File: config.mk
export PLATFORM = sky130hd
export DESIGN_NAME = fetch_stage_flat
export DESIGN_NICKNAME = d
export VERILOG_FILES = /design/src/rtl/fetch_stage_if.sv /design/src/rtl/fetch_stage.sv /design/src/flat_wrapper.sv
export SDC_FILE = /design/constraint.sdc
export NUM_CORES = 1
export LEC_CHECK = 0
export CAP_MARGIN = 20
export CELL_PAD_IN_SITES_DETAIL_PLACEMENT = 0
export CELL_PAD_IN_SITES_GLOBAL_PLACEMENT = 1
export CORE_ASPECT_RATIO = 0.7
export CORE_MARGIN = 1.5
export CORE_UTILIZATION = 30
export CTS_CLUSTER_SIZE = 25
export DETAILED_ROUTE_END_ITERATION = 8
export PLACE_DENSITY = 0.7
export SKIP_CTS_REPAIR_TIMING = 1
export SLEW_MARGIN = 20
export SYNTH_ARGS = -nofsm -noshare
export SYNTH_HDL_FRONTEND = slang
export SYNTH_SLANG_ARGS = --single-unit
File: constraint.sdc
create_clock -name clk -period 6.65 [get_ports clk]
set_input_delay 0.665 -clock clk [delete_from_list [all_inputs] [get_ports clk]]
set_output_delay 0.665 -clock clk [all_outputs]
set_load 0.005 [all_outputs]
File: src/rtl/fetch_stage_if.sv
// Instruction-memory request/response bus between the fetch stage and imem.
interface fetch_stage_if #(
    parameter int unsigned DPW = 32,
    parameter int unsigned ADW = 32
);
    logic           imem_req_valid;
    logic [ADW-1:0] imem_req_addr;
    logic           imem_req_ready;
    logic           imem_rsp_valid;
    logic [DPW-1:0] imem_rsp_data;

    modport master (
        output imem_req_valid, imem_req_addr,
        input  imem_req_ready, imem_rsp_valid, imem_rsp_data
    );

    modport slave (
        input  imem_req_valid, imem_req_addr,
        output imem_req_ready, imem_rsp_valid, imem_rsp_data
    );
endinterface

File: src/rtl/fetch_stage.sv
// rv32i fetch front end: owns the PC, issues credit-limited imem requests,
// queues returned words in order and drops responses made stale by a redirect.
module fetch_stage #(
    parameter int unsigned    DPW      = 32,
    parameter int unsigned    ADW      = 32,
    parameter logic [DPW-1:0] RESET_PC = '0,
    parameter int unsigned    QDEPTH   = 2
) (
    input  logic           clk,
    input  logic           rst,
    input  logic           stallF,
    input  logic           PCSrcE,
    input  logic [DPW-1:0] PCTargetE,
    fetch_stage_if.master  imem,
    output logic [DPW-1:0] instrF,
    output logic           validF,
    output logic [DPW-1:0] PCF,
    output logic [DPW-1:0] PCPlus4F
);
    localparam int unsigned    CW  = $clog2(QDEPTH + 1);
    localparam int unsigned    QW  = (QDEPTH > 1) ? $clog2(QDEPTH) : 1;
    localparam logic [DPW-1:0] NOP = DPW'(32'h0000_0013);

    logic [DPW-1:0] r_fpc;
    logic [DPW-1:0] r_pcf;
    logic [DPW-1:0] r_q [QDEPTH];
    logic [QW-1:0]  r_rd;
    logic [QW-1:0]  r_wr;
    logic [CW-1:0]  r_count;
    logic [CW-1:0]  r_outst;
    logic [CW-1:0]  r_drop;

    logic [DPW-1:0] w_tgt;
    logic [CW:0]    w_inflight;
    logic           w_req_valid;
    logic           w_fire;
    logic           w_rsp;
    logic           w_push;
    logic           w_pop;

    function automatic logic [QW-1:0] ptr_inc(input logic [QW-1:0] p);
        return (p == QW'(QDEPTH - 1)) ? '0 : p + 1'b1;
    endfunction

    always_comb begin
        w_tgt       = PCTargetE & ~DPW'(3);
        // In-flight plus buffered words never exceed the queue, so every push has room.
        w_inflight  = {1'b0, r_outst} + {1'b0, r_count};
        w_req_valid = !rst && !PCSrcE && (w_inflight < (CW+1)'(QDEPTH));
        w_fire      = w_req_valid && imem.imem_req_ready;
        w_rsp       = imem.imem_rsp_valid;
        validF      = (r_count != '0);
        w_push      = w_rsp && (r_drop == '0) && !PCSrcE;
        w_pop       = validF && !stallF && !PCSrcE;
        instrF      = validF ? r_q[r_rd] : NOP;
        PCF         = r_pcf;
        PCPlus4F    = r_pcf + DPW'(4);
        imem.imem_req_valid = w_req_valid;
        imem.imem_req_addr  = r_fpc[ADW-1:0];
    end

    always_ff @(posedge clk) begin
        if (rst) begin
            r_fpc   <= RESET_PC;
            r_pcf   <= RESET_PC;
            r_rd    <= '0;
            r_wr    <= '0;
            r_count <= '0;
            r_outst <= '0;
            r_drop  <= '0;
        end else if (PCSrcE) begin
            // Everything still in flight, minus a response landing now, is stale.
            r_fpc   <= w_tgt;
            r_pcf   <= w_tgt;
            r_rd    <= '0;
            r_wr    <= '0;
            r_count <= '0;
            r_outst <= r_outst - CW'(w_rsp);
            r_drop  <= r_outst - CW'(w_rsp);
        end else begin
            if (w_fire) begin
                r_fpc <= r_fpc + DPW'(4);
            end
            r_outst <= r_outst + CW'(w_fire) - CW'(w_rsp);
            if (w_rsp && (r_drop != '0)) begin
                r_drop <= r_drop - 1'b1;
            end
            if (w_push) begin
                r_wr <= ptr_inc(r_wr);
            end
            if (w_pop) begin
                r_rd  <= ptr_inc(r_rd);
                r_pcf <= r_pcf + DPW'(4);
            end
            r_count <= r_count + CW'(w_push) - CW'(w_pop);
        end
    end

    always_ff @(posedge clk) begin
        if (!rst && w_push) begin
            r_q[r_wr] <= imem.imem_rsp_data;
        end
    end

    a_no_overflow: assert property (@(posedge clk) disable iff (rst)
        !(w_push && !w_pop && (r_count == CW'(QDEPTH))));
endmodule

File: src/flat_wrapper.sv
// flat-port wrapper written by rule: the top's interface ports become plain ports
module fetch_stage_flat 
#(
    parameter int unsigned    DPW      = 32,
    parameter int unsigned    ADW      = 32,
    parameter logic [DPW-1:0] RESET_PC = '0,
    parameter int unsigned    QDEPTH   = 2
)
  (clk, rst, stallF, PCSrcE, PCTargetE, instrF, validF, PCF, PCPlus4F, imem_imem_req_valid, imem_imem_req_addr, imem_imem_req_ready, imem_imem_rsp_valid, imem_imem_rsp_data);
  fetch_stage_if #(.DPW(DPW), .ADW(ADW)) imem_i ();
  input  logic clk;
  input  logic rst;
  input  logic stallF;
  input  logic PCSrcE;
  input  logic [DPW-1:0] PCTargetE;
  output logic [DPW-1:0] instrF;
  output logic validF;
  output logic [DPW-1:0] PCF;
  output logic [DPW-1:0] PCPlus4F;
  output wire logic [$bits(imem_i.imem_req_valid)-1:0] imem_imem_req_valid;
  output wire logic [$bits(imem_i.imem_req_addr)-1:0] imem_imem_req_addr;
  input wire logic [$bits(imem_i.imem_req_ready)-1:0] imem_imem_req_ready;
  input wire logic [$bits(imem_i.imem_rsp_valid)-1:0] imem_imem_rsp_valid;
  input wire logic [$bits(imem_i.imem_rsp_data)-1:0] imem_imem_rsp_data;
  assign imem_imem_req_valid = imem_i.imem_req_valid;
  assign imem_imem_req_addr = imem_i.imem_req_addr;
  assign imem_i.imem_req_ready = imem_imem_req_ready;
  assign imem_i.imem_rsp_valid = imem_imem_rsp_valid;
  assign imem_i.imem_rsp_data = imem_imem_rsp_data;
  fetch_stage #(.DPW(DPW), .ADW(ADW), .RESET_PC(RESET_PC), .QDEPTH(QDEPTH)) u_core (.clk(clk), .rst(rst), .stallF(stallF), .PCSrcE(PCSrcE), .PCTargetE(PCTargetE), .imem(imem_i), .instrF(instrF), .validF(validF), .PCF(PCF), .PCPlus4F(PCPlus4F));
endmodule
Yosys cells after proc, flatten, opt, wreduce, memory -nomap -nowiden
Memories as Yosys holds them, arrays and structs flattened. A register that Yosys moved wholly into a read port is not among the register bits.
Cells that the tools add are included.
- flip-flop bits (word level): 72
- latch bits: 0
- memory bits (writable): 64
- ROM bits: 0
- logic and storage cells: 55
- memories: 1
- memories (memory ; words ; bits a word ; rd ports ; clocked after Yosys merged registers in ; write ports ; line ; source):
    u_core.r_q ; 2 ; 32 ; 1 ; 1 ; 1 ; fetch_stage.sv:26 ; logic [DPW-1:0] r_q [QDEPTH];
- $add $sub $neg: 11
- multipliers: 0
- divide/modulo/power cells: 0
- magnitude comparators: 1
- equal/unequal tests: 0
- shift operators: 0
- mux-type cells: 14
- bitwise operators: 0
- reduce and logical (&&, ||, !) cells: 19
- operators with widths (cell ; count):
    $mux 32 ; 5
    $add 32x3->32 const B ; 2
    $reduce_bool 2->1 ; 5
    $logic_and 1x1->1 ; 9
    $mux 1 ; 6
    $mux 2 ; 3
    $sub 2x1->2 ; 3
    $add 2x1->2 ; 2
    $add 2x2->3 ; 1
    $logic_not 1->1 ; 3
    $lt 3x2->1 const B ; 1
    $add 1x1->1 const B ; 2
    $logic_not 2->1 ; 1
    $reduce_or 2->1 ; 1
    $sub 2x1->2 const B ; 1

Longest topological paths before layout
Gate-level depths: netlist of the first run.
- word-level depth: 7
- depth in mapped cells: 10

Worst setup path before layout of the first run
OpenSTA, ideal clock, no wires.
- path type: input -> register
- start: input PCSrcE
- end: memory u_core.r_q[0][0], enable pin
- data arrival time: 3.505 ns
- required time: 6.189 ns
- slack: 2.684 ns
- stages: 4
- path buffers: 2
- path through: buf_2 -> or2_2 -> clkbuf_1 -> nor3_1
- cells in the longest elaborated chain, start to end: 5
- ends and longest elaborated chain (element ; line ; source):
    start, declared ; flat_wrapper.sv:14 ; input logic PCSrcE;
    $logic_not 1->1 ; fetch_stage.sv:53 ; w_push = w_rsp && (r_drop == '0) && !PCSrcE;
    $logic_and 1x1->1 ; fetch_stage.sv:53 ;
    $logic_and 1x1->1 ; fetch_stage.sv:100 ; if (!rst && w_push) begin
    $mux 1 ; fetch_stage.sv:100 ;
    $mux 1 (not written as such) ; fetch_stage.sv:101 ; r_q[r_wr] <= imem.imem_rsp_data;
    end, declared ; fetch_stage.sv:26 ;
Every way passes these cells.

Final worst setup path of the first run
- start: register u_core.r_pcf[6] (netlist: u_core.PCF[6])
- end: output PCPlus4F[23]
- cells in the longest elaborated chain, start to end: 1
- ends and longest elaborated chain (element ; line ; source):
    start, declared ; fetch_stage.sv:25 ; logic [DPW-1:0] r_pcf;
    start signal, assigned ; fetch_stage.sv:74 ; r_pcf <= w_tgt;
    start signal, assigned ; fetch_stage.sv:93 ; r_pcf <= r_pcf + DPW'(4);
    $add 32x3->32 ; fetch_stage.sv:57 ; PCPlus4F = r_pcf + DPW'(4);
    end, declared ; flat_wrapper.sv:19 ; output logic [DPW-1:0] PCPlus4F;
Every way passes these cells.

==> metrics.md, run 1 <==
| Metric | Value |
|---|---|
| H-tree levels | 4 |
| Dominant register cell in the synthesized netlist | dfxtp_1 |
| Post-detailed-placement half-perimeter wirelength | 15,700 µm |
| Post-synthesis cell area | 6910 µm² |
| Core region area | 22,600 µm² |
| Post-synthesis cell count | 709 |
| Cell leakage power | roughly 3.2 nW |
| Slew @ Worst Pin | 1.05 ns |
| Total routing resource utilization after global routing | around 18% |
| Startpoint type of the worst setup path | flip-flop |
| WP data arrival | 3.26 ns |
| Router iterations before antenna repair | 5 |
| Starting density of the core | ~31% |
| Register area share after synthesis | between 40% and 50% |
| Data required time of the critical path | 5.98 ns |
| Element type at the critical path end | primary output |
| Largest net degree at the start of global routing | 52 |
| Worst r2r dst | u_core.imem.imem_req_addr[31] |
| Reg2Reg Setup Slack | approximately 3.6 ns |
| Startpoint of the lowest-slack hold path | u_core.imem.imem_req_addr[31] |
| Height of the die | 130 µm |
| Outcome | complete, no violations |
| Highest cell delay on the worst timing path | 0.65 ns |
| Period minus WS final | 3.92 ns |
| Die X | 184 µm |
| Post-synthesis area per instance | 9.74 µm² |
| Critical Path Slowest Stage Cell | nand4_1 |
| Residual DRC | 0 |
| Worst reg2reg startpoint | u_core.r_count[0] |
| Sum of negative setup slack | 0 ns |
| Seq cells post-synth | 133 |
| Number of violations reported at the end of detailed-routing iteration 0 | 385 |
| Final clock skew | around 0.018 ns |
| Antenna violations before repair | 0 |
| Relative slew slack | 30.0% |
| Most common cell after layout, fill and taps aside | clkdlybuf4s50_1 |
| Pre-CTS worst setup slack | 3.16 ns |
| Number of warnings reported in the yosys synthesis log | 0 |
| Final RePlAce weighted congestion | 0.789 |
| Fraction of final layout cells sized beyond drive strength 1 | 6.52% |
| Worst path setup slack after routing | about 2.7 ns |
| Class of the most critical setup path | flip-flop to primary output |
| Global-route wire length before repair | roughly 33,000 µm |
| Cell depth of the worst hold path | 2 |
| Worst-case vdd ir drop | 0.145 mV |
| Clock slew at reported path FFs | ~0.070 ns |
| Total Wirelength | 21,600 µm |
| Overall via count from detail_route | 5,980 |
| Global route total overflow | 0 |
| Count of nets after finishing | 954 |
| Final hold vios | 0 |
| Antenna violation net count after detailed routing | 0 |
| Number of top-level design ports | 200 |
| Worst skew pair latency | approximately 0.43 ns |
| Avg Vias per Cell | 4.98 |
| Clock tree from TritonCTS | done |
| Number of global-route vias before repair | 5,392 |
| Total clock buffers created by CTS | 17 |
| Worst hold path class | flip-flop to flip-flop |
| Clock tree root buffer cell | clkbuf_16 |
| Count of filler cells inserted in the layout | 2,252 |
| Area enclosed by the die boundary | between 20,000 and 25,000 µm² |
| Final cycle utilization of the critical path | about three fifths |
| Inserted Diodes | 0 |
| Number of cell rows | 46 |
| Number of buffers on the longest clock path | 2 |
| Highest Clock Rate | 255 MHz |
| FF-to-FF path depth | 7 |
| Max capacitance violation total | 0 |
| Routed wire length per instance | 18.0 µm |
| Most frequent cells in the layout | 190 x clkdlybuf4s50_1, 68 x dfxtp_1, 66 x nor2_1 |
| Slew Viols, Final | 0 |
| Async set-or-reset flop fraction in the synthesized netlist | 0% |
| Unrepaired setup endpoints after global routing | no |
| Area Growth Syn to Fin | 40.1% |
| Total power | between 0.002 and 0.0025 W |
| Worst path cell trace | and4_2 -> nand4_1 -> nor4_1 -> xor2_1 -> clkdlybuf4s50_1 |
| Pwr/cell area | approximately 230 nW/µm² |
| Highest fanout seen on the critical path | 21 |
| Hold-critical path endpoint | u_core.imem.imem_req_addr[31] |
| Sinks on Clock Net | approximately 130 |
| Distinct cells, synth | 57 |
| Worst hold margin | 0.508 ns |
| Number of enable flip-flop cells after synthesis | 64 |
| Final Setup Violations | 0 |
| Number of buffers inserted by port buffering | between 150 and 200 |
==> worst max path at each step <==
stage | slack, ns | from | cells after the start | endpoint
finish | 2.73 | u_core.PCF[6] | 5 | PCPlus4F[23]
global route | 2.42 | u_core.PCF[6] | 5 | PCPlus4F[23]
CTS | 2.70 | u_core.PCF[6] | 5 | PCPlus4F[23]
detailed placement | 3.16 | u_core.PCF[6] | 5 | PCPlus4F[23]
global placement | 3.17 | u_core.PCF[6] | 5 | PCPlus4F[23]
floorplan | 2.68 | PCSrcE | 4 | u_core.r_q[0][0]
==> per-stage QoR <==
step / std cells / util, % / cell area [µm²]
floorplan: 714 / - / 6930
global placement: 1169 / 40.0 / 9050
detailed placement: 1169 / 40.0 / 9050
CTS: 1201 / 42.8 / 9680
global route: 1201 / 42.8 / 9680
finish: 1201 / 42.8 / 9680
==> sequential cells by signal, indices dropped and copies added, names as in the netlist, named ones only <==
signal                     count
u_core.r_wr                    1
u_core.imem.imem_req_addr     30
u_core.r_count                 2
u_core.PCF                    30
u_core.r_q                    64
u_core.r_drop                  2
u_core.r_rd                    1
u_core.r_outst                 2
==> cells in the mapped netlist, types with 12 or more instances <==
cell type	instances	area, µm²
nor3_1	19	95.1
nor2_1	67	251
nand4_1	23	144
a21boi_0	18	135
nand3_1	25	125
a21oi_1	22	110
mux2i_1	34	340
xnor2_1	31	272
clkbuf_1	33	124
nand2_1	49	184
a211oi_1	12	90.1
edfxtp_1	64	1920
xor2_1	24	210
dfxtp_1	69	1380
o31a_1	24	210
inv_1	29	109
nor4_1	23	144
and3_1	12	75.1
==> worst max-delay path, delay by kind of cell, from the launching register on <==
family                 cells  cell delay, ns
flip-flops                 1            0.57
AND/OR/NAND/NOR            3            1.56
XOR/XNOR                   1            0.18
buffers and inverters      1            0.52
==> kinds of logic after synthesis <==
kind of cell	Yosys count	share of synthesized area [%]
buf+inv	86	5.20
compound gates	122	12.7
other cells	1	0.0543
fa+ha+maj	8	1.56
mux	34	4.93
flops	133	47.8
simple gates	270	20.8
xor+xnor	55	6.97
==> layer usage <==
layer / GRT usage [%] / part of all wire [%] / vias to the layer above
li1: - / - / 2926
met1: 28.1 / 51 / 2832
met2: 24.4 / 41 / 207
met3: 4.63 / 6.5 / 15
met4: 5.40 / 1.1 / 0
met5: 0 / 0 / -
==> power breakdown <==
group / total [W] / internal (W) / leakage [nW] / switching, W
registers: 0.000948 / 0.000895 / 1.15 / 0.0000526
clock network: 0.000999 / 0.000578 / 0.306 / 0.000421
logic: 0.000287 / 0.000165 / 1.79 / 0.000122
==> layout make-up <==
| class | instances | area (µm²) | share of cell area (%) |
|---|---|---|---|
| clock inverters | 15 | 200 | 2.07 |
| well taps | 312 | 390 | 4.03 |
| inverters | 30 | 113 | 1.16 |
| clock buffers | 17 | 425 | 4.40 |
| multi-input cells | 495 | 3280 | 33.9 |
| flip-flops and latches | 133 | 3300 | 34.1 |
| repair buffers | 199 | 1970 | 20.3 |
No activity file was read; power rests on OpenSTA's default activity.
==> run 2, diff against run 1 <==
Settings changed: PLACE_DENSITY 0.7 to 0.73.
Clock period 6.65 ns to 3.3 ns, I/O delays scaled along.
==> run 2 against run 1 <==
Effect of this change: worst setup slack got worse by 2.5 ns; count of clock-buffer cells in the layout did not move; critical endpoint is now PCPlus4F[29]; clock skew fell by 0.0026 ns; core utilization rose by 0.28 points.
==> metrics.md, run 2 (synthesis results as in run 1) <==
| Metric | Value |
|---|---|
| Router iterations before antenna repair | 5 (unchanged) |
| Height of the die | 130 µm (unchanged) |
| Max capacitance violation total | 0 (unchanged) |
| Total routing resource utilization after global routing | 17.8% (-0.44 points) |
| Clock slew at reported path FFs | 0.06 ns (about the same) |
| Count of nets after finishing | 962 (+0.84%) |
| Fraction of final layout cells sized beyond drive strength 1 | 7.47% (+0.95 points) |
| Worst-case vdd ir drop | 0.210 mV (+45%) |
| Post-detailed-placement half-perimeter wirelength | 15,700 µm (-0.16%) |
| Fraction of power spent switching nets | 26.2% (-0.42 points) |
| Residual DRC | 0 (unchanged) |
| Inserted Diodes | 0 (unchanged) |
| Core region area | 22,600 µm² (unchanged) |
| Count of filler cells inserted in the layout | 2,181 (-3.2%) |
| Worst skew pair latency | 0.42 ns (about the same) |
| Highest Clock Rate | 324 MHz |
| Cell leakage power | 3.28 nW (+1.0%) |
| Number of buffers inserted by port buffering | 191 (unchanged) |
| Final clock skew | 0.0158 ns (-0.00256 ns) |
| Startpoint type of the worst setup path | flip-flop |
| Psw | 0.00117 W (+97%) |
| Period minus WS final | 3.09 ns |
| Post-route insts no fill | 1,209 (+0.67%) |
| Antenna violation net count after detailed routing | 0 (unchanged) |
| Die X | 184 µm (unchanged) |
| Post-layout utilization of the core | 43.1% (+0.28 points) |
| Overall via count from detail_route | 6,095 (+1.9%) |
| Element type at the critical path end | primary output |
| Number of global-route vias before repair | 5,428 (+0.67%) |
| Unrepaired setup endpoints after global routing | no |
| Number of violations reported at the end of detailed-routing iteration 0 | 440 (+14%) |
| Avg Vias per Cell | 5.04 (+1.2%) |
| Dpl cells | 1,177 (+0.68%) |
| Slew @ Worst Pin | 0.713 ns (-0.336 ns) |
| Class of the most critical setup path | flip-flop to primary output |
| Number of cell rows | 46 (unchanged) |
| Proportion of power drawn by combinational gates | 13.3% (+0.5 points) |
| Number of top-level design ports | 200 (unchanged) |
| WP data arrival | 2.76 ns (-0.50 ns) |
| Relative slew slack | 52.4% (+22 points) |
| Most frequent cells in the layout | 190 x clkdlybuf4s50_1, 68 x dfxtp_1, 66 x nor2_1 |
| Final Setup Violations | 0 (unchanged) |
| Flip-flop count of the largest register, all copies and words added | 64 (unchanged) |
| Antenna violations before repair | 0 (unchanged) |
| Pwr/cell area | 458 nW/µm² (+99%) |
| Data required time of the critical path | 2.97 ns (-3.01 ns) |
| Internal portion of total power | 0.00329 W (+100%) |
| H-tree levels | 4 (unchanged) |
| Sequential share of power | 42.7% (+0.3 points) |
| Starting density of the core | 30.5% (unchanged) |
| Global route total overflow | 0 (unchanged) |
| Number of buffers on the longest clock path | 2 (unchanged) |
| Total clock buffers created by CTS | 17 (unchanged) |
| Clock tree root buffer cell | clkbuf_16 |
| Slew Viols, Final | 0 (unchanged) |
| Largest net degree at the start of global routing | 63 (+21%) |
| Area Growth Syn to Fin | 41.0% |
| Sinks on Clock Net | 133 (unchanged) |
| Outcome | complete, no violations |
| Worst hold path class | input port to flip-flop |
| Clock share of power | 44.0% (-0.7 points) |
| Sum of negative setup slack | 0 ns (unchanged) |
| Total Wirelength | 21,500 µm (-0.36%) |
| Register bank with the most flops | u_core.r_q |
| Highest fanout seen on the critical path | 7 (-67%) |
| Routed wire length per instance | 17.8 µm (-1.0%) |
| Final cycle utilization of the critical path | 93.7% |
| Most common cell after layout, fill and taps aside | clkdlybuf4s50_1 |
| Final RePlAce weighted congestion | 0.803 (+1.8%) |
| Area enclosed by the die boundary | 24,000 µm² (unchanged) |
| Clock tree from TritonCTS | done |
| Global-route wire length before repair | 32,000 µm (-2.6%) |
| Final hold vios | 0 (unchanged) |
==> run 2: path summary, 6_finish.rpt <==
path | to | cells after the start | slack (ns) | start
setup / recovery | PCPlus4F[29] | 5 | 0.21 | u_core.PCF[7]
hold / removal | u_core.r_wr | 3 | 0.39 | PCSrcE
hold reg to reg | u_core.r_rd | 2 | 0.52 | u_core.r_rd
setup reg to reg | u_core.imem.imem_req_addr[26] | 7 | 0.57 | u_core.r_count[0]
==> run 2: stage by stage <==
step           setup WS, ns  hold slack, ns  total power (W)  instance area (µm²)
2_1_floorplan        -0.331           0.429          0.00217                 6930
3_3_place_gp          0.549           0.492          0.00253                 9120
3_5_place_dp          0.561           0.505          0.00253                 9120
4_1_cts              0.0956           0.376          0.00451                 9740
5_1_grt               0.107           0.424          0.00464                 9740
6_report              0.209           0.390          0.00446                 9740
==> run 2: layer usage <==
layer | up-vias | global-route usage (%) | routed length [µm]
li1 | 2943 | - | -
met1 | 2907 | 27.1 | 10800
met4 | 0 | 5.01 | 223
met2 | 227 | 24.6 | 8960
met3 | 18 | 4.07 | 1490
met5 | - | 0 | 0
==> run 2: cell type report <==
class | count | area [µm²] | area share (%)
Clock buffer | 17 | 425 | 4.37
Clock inverter | 15 | 186 | 1.91
Inverter | 30 | 113 | 1.16
Multi-Input combinational cell | 495 | 3280 | 33.7
Sequential cell | 133 | 3300 | 33.9
Tap cell | 312 | 390 | 4.01
Timing Repair Buffer | 207 | 2040 | 20.9
==> run 2: power groups by stage <==
stage	clock [W]	combinational [W]	sequential (W)
5_1_grt	0.00208	0.000644	0.00192
6_report	0.00196	0.000594	0.00191
3_3_place_gp	0	0.000589	0.00194
3_5_place_dp	0	0.000595	0.00194
4_1_cts	0.00201	0.000598	0.00190
2_1_floorplan	0	0.000262	0.00191
==> run 2: worst max-delay path: stages (launching register included) <==
cell and delay [ns]:
dfxtp_1 0.53, nand4_4 0.21, or4_4 0.64, or2_4 0.29, xnor2_1 0.14, clkdlybuf4s50_1 0.53
==> run 3, diff against run 2 <==
Settings changed: CORE_MARGIN 1.5 to 2, REMOVE_ABC_BUFFERS set to 1.
==> run 3 against run 2 <==
Effect of this change: combinational power is 0.7% higher; total power is 0.33% lower; cell count is 0.50% higher; worst setup slack worse by 0.0023 ns; wire length is 1.4% higher; first-iteration DRC count is 16% lower; sequential cell count stayed put; clock skew is 0.0034 ns lower; critical path depth stayed put; non-clock buffer count is 6 higher; design area is 0.23% higher; critical path type unchanged.
==> metrics.md, run 3 (synthesis results as in run 1) <==
| Metric | Value |
|---|---|
| Number of buffers on the longest clock path | 2 (unchanged) |
| Largest delay contributor family on the critical path | simple AND/OR/NAND/NOR gates |
| Sinks on Clock Net | 133 (unchanged) |
| Period minus WS final | 3.09 ns (+0.00229 ns) |
| Psw | 0.00110 W (-5.7%) |
| Slew @ Worst Pin | 0.707 ns (-0.00628 ns) |
| Core region area | 22,600 µm² (unchanged) |
| Highest cell delay on the worst timing path | 0.66 ns (+0.02 ns) |
| Final non-filler cell area | 9760 µm² (+0.23%) |
| Cell leakage power | 3.30 nW (+0.47%) |
| Dpl cells | 1,183 (+0.51%) |
| Clock tree root buffer cell | clkbuf_16 |
| Final Setup Violations | 0 (unchanged) |
| Most used routing layer | met1 |
| Worst hold path class | input port to flip-flop |
| Post-layout utilization of the core | 43.2% (+0.10 points) |
| Final RePlAce weighted congestion | 0.813 (+1.2%) |
| Routed wire length per instance | 17.9 µm (+0.95%) |
| Multi-input combinational cell area | 3280 µm² (unchanged) |
| Residual DRC | 0 (unchanged) |
| Fraction of power spent switching nets | 24.8% (-1.4 points) |
| Area enclosed by the die boundary | 24,300 µm² (+1.3%) |
| Clock share of power | 43.8% (-0.2 points) |
| Worst-case vdd ir drop | 0.333 mV (+59%) |
| Sum of negative setup slack | 0 ns (unchanged) |
| Die X | 185 µm (+0.54%) |
| Highest fanout seen on the critical path | 7 (unchanged) |
| Number of global-route vias before repair | 5,558 (+2.4%) |
| FF-to-FF path depth | 7 (unchanged) |
| Startpoint of the lowest-slack hold path | rst |
| Beginning of the critical path | u_core.PCF[7] |
| Worst reg2reg startpoint | u_core.r_count[0] |
| Relative slew slack | 52.8% (+0.37 points) |
| Number of cell rows | 46 (unchanged) |
| Area Growth Syn to Fin | 41.3% |
| Avg Vias per Cell | 4.98 (-1.2%) |
| Most common cell after layout, fill and taps aside | clkdlybuf4s50_1 |
| Worst path cell trace | nand4_4 -> or4_4 -> or2_4 -> xnor2_1 -> clkdlybuf4s50_1 |
| Number of top-level design ports | 200 (unchanged) |
| WP data arrival | 2.76 ns (about the same) |
| H-tree levels | 4 (unchanged) |
| Final hold vios | 0 (unchanged) |
| Number of buffers inserted by port buffering | 191 (unchanged) |
| Pwr/cell area | 456 nW/µm² (-0.56%) |
| Flip-flop count of the largest register, all copies and words added | 64 (unchanged) |
| Antenna violation net count after detailed routing | 0 (unchanged) |
| Worst skew pair latency | 0.42 ns (about the same) |
| Inserted Diodes | 0 (unchanged) |
| Proportion of power drawn by combinational gates | 13.4% (about the same) |
| Met1 layer usage reported by global route | 25.7% (-1.4 points) |
| Overall via count from detail_route | 6,049 (-0.75%) |
| Router iterations before antenna repair | 5 (unchanged) |
| Critical Path Slowest Stage Cell | or4_4 |
| Element type at the critical path end | primary output |
| Internal portion of total power | 0.00334 W (+1.6%) |
| Cell depth of the worst hold path | 3 (unchanged) |
| Global route total overflow | 0 (unchanged) |
| Starting density of the core | 30.5% (unchanged) |
| Slew Viols, Final | 0 (unchanged) |
| Total clock buffers created by CTS | 17 (unchanged) |
| Buffer and inverter count on the worst path | 1 (unchanged) |
| Count of nets after finishing | 968 (+0.62%) |
| Final cycle utilization of the critical path | 93.7% (about the same) |
| Antenna violations before repair | 1 (+1) |
| Sequential share of power | 42.7% (about the same) |
| Reg2Reg Setup Slack | 0.54 ns (-0.03 ns) |
| Outcome | complete, no violations |
| Most frequent cells in the layout | 189 x clkdlybuf4s50_1, 68 x dfxtp_1, 66 x nor2_1 |
| Post-detailed-placement half-perimeter wirelength | 15,700 µm (+0.13%) |
| Unrepaired setup endpoints after global routing | no |
| Total Wirelength | 21,800 µm (+1.4%) |
| Met3 demand-to-capacity share in global routing | 5.57% (+1.5 points) |
| Count of filler cells inserted in the layout | 2,223 (+1.9%) |
| Register bank with the most flops | u_core.r_q |
| Dpl cell area | 9150 µm² (+0.30%) |
| Clock slew at reported path FFs | 0.06 ns (about the same) |
| Global-route wire length before repair | 32,400 µm (+1.3%) |
| Final clock skew | 0.0123 ns (-0.00344 ns) |
| Height of the die | 131 µm (+0.77%) |
| Worst r2r dst | u_core.imem.imem_req_addr[28] |
| Class of the most critical setup path | flip-flop to primary output |
| Highest Clock Rate | 323 MHz (about the same) |
| Max capacitance violation total | 0 (unchanged) |
| Total routing resource utilization after global routing | 17.7% (-0.063 points) |
| Area used by sequential logic in the layout | 3300 µm² (unchanged) |
| Number of violations reported at the end of detailed-routing iteration 0 | 369 (-16%) |
| Startpoint type of the worst setup path | flip-flop |
| Post-route insts no fill | 1,215 (+0.50%) |
| Fraction of met2 tracks used by global routing | 24.9% (+0.29 points) |
| Data required time of the critical path | 2.97 ns (about the same) |
| Fraction of final layout cells sized beyond drive strength 1 | 7.97% (+0.50 points) |
| Clock tree from TritonCTS | done |
| Largest net degree at the start of global routing | 46 (-27%) |
## run 3: stage by stage
stage / hold slack (ns) / power (W) / setup slack, ns
final: 0.405 / 0.00445 / 0.207
after global routing: 0.414 / 0.00464 / 0.0242
after CTS: 0.378 / 0.00450 / 0.0344
after detailed placement: 0.505 / 0.00253 / 0.496
after global placement: 0.491 / 0.00253 / 0.527
after floorplan: 0.399 / 0.00214 / -0.0689
## run 3: worst max-delay path by stage
stage,slack [ns],endpoint,cells past startpoint
detailed placement,0.50,PCPlus4F[29],5
floorplan,-0.07,u_core.r_q[0][0],2
global route,0.02,PCPlus4F[23],5
finish,0.21,PCPlus4F[29],5
CTS,0.03,PCPlus4F[29],5
global placement,0.53,PCPlus4F[29],5
## run 3: power groups by stage
stage	logic (W)	clock network (W)	registers [W]
after floorplan	0.000219	0	0.00192
after detailed placement	0.000599	0	0.00193
after global routing	0.000657	0.00207	0.00191
final	0.000598	0.00195	0.00190
after global placement	0.000596	0	0.00193
after CTS	0.000604	0.00199	0.00190
## run 3: layer usage
layer  wire (µm)  share of wire, %  vias to the layer above
met5           9             0.041                        -
met4         316               1.4                        2
met3        1450               6.7                       23
met2        9230                42                      156
met1       10800                49                     2918
li1            -                 -                     2950
## run 3: area by class of cell
cell class / count / area share [%]
Timing Repair Buffer: 213 / 21.2
Clock buffer: 18 / 4.40
Clock inverter: 14 / 1.82
Multi-Input combinational cell: 495 / 33.6
Tap cell: 312 / 4.00
Sequential cell: 133 / 33.9
Inverter: 30 / 1.15
## run 3: tightest hold or removal path: cells and delay by family
| family | cells | cell delay (ns) |
|---|---|---|
| AND/OR/NAND/NOR | 2 | 0.35 |
| buffers and inverters | 1 | 0.10 |
